`src/rtl/dice_pkg.sv`:
```
// Shared constants and types for the dice display path.
// Segment patterns are active low, ordered {g,f,e,d,c,b,a}.
package dice_pkg;

    localparam int NUM_DICE = 6;
    localparam int NIBBLE_W = 4;
    localparam logic [NIBBLE_W-1:0] BLANK_NIBBLE = 4'hF;

    typedef logic [6:0] seg_t;

    localparam seg_t SEG_BLANK = 7'h7F;
    localparam seg_t SEG_DASH  = 7'h3F;

    localparam seg_t SEG_0 = 7'h40;
    localparam seg_t SEG_1 = 7'h79;
    localparam seg_t SEG_2 = 7'h24;
    localparam seg_t SEG_3 = 7'h30;
    localparam seg_t SEG_4 = 7'h19;
    localparam seg_t SEG_5 = 7'h12;
    localparam seg_t SEG_6 = 7'h02;
    localparam seg_t SEG_7 = 7'h78;
    localparam seg_t SEG_8 = 7'h00;
    localparam seg_t SEG_9 = 7'h10;

    // Active-low one-hot digit enable for a digit index.
    function automatic logic [NUM_DICE-1:0] digit_enable(
        input logic [2:0] idx
    );
        return ~(6'b000001 << idx);
    endfunction

endpackage

```
`src/rtl/seg7_decode.sv`:
```
// Nibble to active-low 7-segment pattern.
// 0-9 are digits, A-E show a dash, F is blank.
module seg7_decode
    import dice_pkg::*;
(
    input  logic [3:0] nibble,
    output logic [6:0] seg
);

    // Pure lookup; no state.
    always_comb begin
        seg = SEG_BLANK;
        case (nibble)
            4'h0: seg = SEG_0;
            4'h1: seg = SEG_1;
            4'h2: seg = SEG_2;
            4'h3: seg = SEG_3;
            4'h4: seg = SEG_4;
            4'h5: seg = SEG_5;
            4'h6: seg = SEG_6;
            4'h7: seg = SEG_7;
            4'h8: seg = SEG_8;
            4'h9: seg = SEG_9;
            4'hA, 4'hB, 4'hC,
            4'hD, 4'hE: seg = SEG_DASH;
            default: seg = SEG_BLANK;
        endcase
    end

endmodule

```
`src/rtl/dice_digit_scanner.sv`:
```
// Six-digit multiplexed 7-segment driver for the dice vector.
// New values only take effect at a frame boundary.
module dice_digit_scanner
    import dice_pkg::*;
#(
    parameter int REFRESH_DIV = 50000
) (
    input  logic        clk,
    input  logic        reset,
    input  logic [23:0] d,
    input  logic        load,
    output logic [6:0]  seg,
    output logic [5:0]  an,
    output logic        frame_start,
    output logic        pending
);

    localparam int CNT_W =
        (REFRESH_DIV > 1) ? $clog2(REFRESH_DIV) : 1;
    localparam logic [CNT_W-1:0] CNT_LAST =
        CNT_W'(REFRESH_DIV - 1);
    localparam logic [2:0] IDX_LAST = 3'(NUM_DICE - 1);

    logic [CNT_W-1:0] cnt;
    logic [CNT_W-1:0] cnt_next;
    logic [2:0]       idx;
    logic [2:0]       idx_next;
    logic [23:0]      shadow;
    logic [23:0]      shadow_next;
    logic [23:0]      pend;
    logic [23:0]      pend_next;
    logic             pending_next;
    logic             cnt_last;
    logic             boundary;
    logic [3:0]       nibble;
    logic [6:0]       seg_next;
    logic [5:0]       an_next;

    // Refresh counter and digit index advance.
    always_comb begin
        cnt_last = (cnt == CNT_LAST);
        boundary = cnt_last && (idx == IDX_LAST);
        cnt_next = cnt_last ? '0 : cnt + CNT_W'(1);
        idx_next = idx;
        if (cnt_last) begin
            idx_next = (idx == IDX_LAST) ? 3'd0 : idx + 3'd1;
        end
    end

    // Double buffer: loads park in pend until the boundary,
    // except a load in the boundary cycle goes straight in.
    always_comb begin
        shadow_next  = shadow;
        pend_next    = pend;
        pending_next = pending;
        if (boundary) begin
            if (load) begin
                shadow_next = d;
            end else if (pending) begin
                shadow_next = pend;
            end
            pending_next = 1'b0;
        end else if (load) begin
            pend_next    = d;
            pending_next = 1'b1;
        end
    end

    // Pick the nibble that will be lit next cycle.
    always_comb begin
        nibble = BLANK_NIBBLE;
        case (idx_next)
            3'd0: nibble = shadow_next[3:0];
            3'd1: nibble = shadow_next[7:4];
            3'd2: nibble = shadow_next[11:8];
            3'd3: nibble = shadow_next[15:12];
            3'd4: nibble = shadow_next[19:16];
            3'd5: nibble = shadow_next[23:20];
            default: nibble = BLANK_NIBBLE;
        endcase
    end

    seg7_decode u_decode (
        .nibble (nibble),
        .seg    (seg_next)
    );

    // Digit enable for next cycle's index.
    always_comb begin
        an_next = digit_enable(idx_next);
    end

    // State and registered outputs. an is all-high only
    // right after reset, which marks the first frame start.
    always_ff @(posedge clk) begin
        if (reset) begin
            cnt         <= '0;
            idx         <= 3'd0;
            shadow      <= 24'hFFFFFF;
            pend        <= 24'hFFFFFF;
            pending     <= 1'b0;
            seg         <= SEG_BLANK;
            an          <= 6'h3F;
            frame_start <= 1'b0;
        end else begin
            cnt         <= cnt_next;
            idx         <= idx_next;
            shadow      <= shadow_next;
            pend        <= pend_next;
            pending     <= pending_next;
            seg         <= seg_next;
            an          <= an_next;
            frame_start <= boundary || (an == 6'h3F);
        end
    end

endmodule
```
`config.mk`:
```
export PLATFORM = sky130hd
export DESIGN_NAME = dice_digit_scanner
export DESIGN_NICKNAME = d
export VERILOG_FILES = /design/src/rtl/dice_pkg.sv /design/src/rtl/seg7_decode.sv /design/src/rtl/dice_digit_scanner.sv
export SDC_FILE = /design/constraint.sdc
export NUM_CORES = 1
export LEC_CHECK = 0
export CAP_MARGIN = 10
export CORE_UTILIZATION = 55
export DETAILED_ROUTE_END_ITERATION = 10
export PLACE_DENSITY_LB_ADDON = 0.2
export REMOVE_ABC_BUFFERS = 1
export SLEW_MARGIN = 20
export SYNTH_ARGS = -nofsm -noshare
export SYNTH_HDL_FRONTEND = slang
export SYNTH_SLANG_ARGS = --single-unit
```
`constraint.sdc`:
```
create_clock -name clk -period 4 [get_ports clk]
set_input_delay 0.4 -clock clk [delete_from_list [all_inputs] [get_ports clk]]
set_output_delay 0.4 -clock clk [all_outputs]
set_load 0.01 [all_outputs]
```
==> results.toml <==
[critical_path]
crit_fanout = 28
worstSetupEndpointType = "register"
crit_type = "register to register"
cp.required_ns = 4.28
start_kind = "register"
reg2reg_slack_ns = 0.63
arrival_ns = 3.65

[drt]
final_antenna_net_count = 0
vias = 3700
drc = 0
wl_per_cell_microns = 16.6
drtPass1Iterations = 7
drt_first_iter_violations = 373
viasPerCell = 6.19
finalWirelength_microns = 9940

[floorplanning]
coreArea_sq_mm = 0.00679
start_util_pct = 56.7
fp.dieH_microns = 85.7
rows = 30
dieWidth_microns = 85.7
ios = 42
dieArea_sq_mm = 0.00735

[global_routing]
antenna_found_initial = 0
grt_pass1_vias = 3355
grt.total_usage_pct = 28.0
grt_first_pass_wirelength_microns = 16000
grt_max_degree = 36
grt_overflow = 0

[synth]
avgSynthCellArea_sq_um = 8.25
synthFlopType = "dfxtp_1"
synth_edf_count = 0
ys_warn_count = 0
synth_top_area_share_pct = 42.6
synthCells = 467
synth_top_area_cell = "dfxtp_1"
ys_types = 51
async_flop_share_pct = 0
synth_seq_cells = 82
seq_area_frac_synth_pct = 42.6
synth.most_common_cell = "dfxtp_1"
synthTopCellsByArea = "dfxtp_1 (43%), nand3_1 (7.7%), nand2_1 (6.8%)"
synth_commonest_cells = "dfxtp_1 (82), nand2_1 (70), nand3_1 (59)"
syn_area_sq_mm = 0.00385

[placement]
gp_congestion = 0.893
io_buffers = 41
hpwl_microns = 6630

[clock_network]
root_buffer = "clkbuf_8"
cts_resized = 0
holdBufCountCts = 0
clk_pin_slew_worst_paths_ns = 0.08
htree_levels = 3
insertion_delay_ns = 0.36
numCtsBuffers = 9
clockBufferDepth = 2
cts_tree = "yes"
clock-sinks = 82
cts_setup_buffers = 0

[final_layout]
drive_above_1_share_pct = 9.16
area.growth.synth_to_final_pct = 18.3
final_util_pct = 67.1
insertedDiodeCount = 0
nets = 530
regArea_sq_mm = 0.00164
fillers = 566
multiInputGateArea_sq_mm = 0.00205

[timing]
setup_viol = 0
max_slew_margin_pct = 37.6
worst_slew_pin_slew_ns = 0.933
skew_ns = 0.00849
slew_viol_final = 0
setup_tns_ns = 0
fmaxAchievable_mhz = 297
min_period_ns = 3.37
timing.final.crit_share_pct = 84.2
hold_viol_final = 0
rsz0062_at_grt = "no"

[hold_path]
hold_class = "register to register"

[power]
power_density_mw_per_mm2 = 367
peakVddDrop_uv = 213
leakagePower_nw = 1.75
p_total_mw = 1.67

[status]
status = "complete, no violations"

[job]
cap_violations = 0
## cells in the final DEF (no fill, tap or decap), types with 3 or more instances in the layout
cell	synthesis	routed
a21o_1	4	4
a21oi_1	21	21
a221o_1	18	18
a221oi_1	4	4
a31oi_1	6	6
a32oi_1	6	6
and3_1	11	11
and4_1	4	4
buf_4	1	11
bufinv_16	0	3
clkbuf_8	0	9
clkdlybuf4s50_1	0	41
dfxtp_1	82	82
ha_1	4	4
inv_1	7	7
nand2_1	70	70
nand2b_1	6	6
nand3_1	59	59
nand3b_1	3	3
nand4_1	8	8
nor2_1	34	34
nor2b_1	3	3
nor3_1	6	6
o21ai_0	8	8
o31ai_1	16	16
or2_2	16	16
xnor2_1	9	9
xor2_1	7	7
## metal layers
metal | vias to the layer above | GRT usage (%) | part of all wire (%) | wire, microns
li1 | 1746 | - | - | -
met1 | 1761 | 36.8 | 43 | 4310
met2 | 160 | 44.4 | 47 | 4650
met3 | 33 | 5.39 | 7.0 | 699
met4 | 0 | 13.3 | 2.8 | 277
met5 | - | 0 | 0 | 0
## sequential cells by signal, indices dropped and copies added (netlist names)
register / cells
pend: 24
shadow: 24
cnt: 16
seg: 7
an: 6
idx: 3
frame_start: 1
pending: 1
## logic make-up after synthesis
| logic type | count (synthesis) | share of synthesized area (%) |
|---|---|---|
| adders and majority gates | 4 | 1.30 |
| DFF | 82 | 42.6 |
| buffers and inverters | 39 | 4.16 |
| muxes | 1 | 0.260 |
| xor gates and xnor gates | 16 | 3.64 |
| and+or+nand+nor | 230 | 29.7 |
| AOI/OAI and AO/OA | 95 | 18.4 |
## critical path, cell delays in order, from the launching register on
cell and delay, ns:
dfxtp_1 0.38, nor4_4 0.37, and3_1 0.39, nand2_2 0.40
a221o_1 0.48, a221oi_1 0.29, nand3_1 0.25, inv_1 0.15
ha_1 0.25, o21a_1 0.19, o21ai_0 0.13
## power breakdown
part           internal, mW  total, mW  switching (mW)
registers             0.836      0.850          0.0141
logic                0.0572      0.124          0.0669
clock network         0.409      0.696           0.288
## metrics by stage
| stage | setup WS (ns) | hold slack, ns | cell area [sq um] | std cells |
|---|---|---|---|---|
| after global placement | 0.782 | 0.443 | 4340 | 584 |
| after detailed placement | 0.659 | 0.456 | 4340 | 584 |
| after floorplan | 0.944 | 0.426 | 3720 | 436 |
| after CTS | 0.635 | 0.474 | 4560 | 598 |
| after global routing | 0.328 | 0.480 | 4560 | 598 |
| final | 0.633 | 0.468 | 4560 | 598 |
## path summary, 6_finish.rpt
check | startpoint | endpoint | cells after the start
max | cnt[10]$_SDFF_PP0_ | seg[1]$_SDFF_PP1_ | 10
min | cnt[0]$_SDFF_PP0_ | cnt[0]$_SDFF_PP0_ | 1
max reg2reg | cnt[10]$_SDFF_PP0_ | seg[1]$_SDFF_PP1_ | 10
min reg2reg | cnt[0]$_SDFF_PP0_ | cnt[0]$_SDFF_PP0_ | 1
## cell type report
type	count	area share, %
flip-flops and latches	82	36.0
clock inverters	3	1.98
multi-input cells	346	45.0
clock buffers	11	2.88
well taps	96	2.64
inverters	8	0.659
repair buffers	52	10.8
Note: power is estimated with default switching activity, not from simulation.
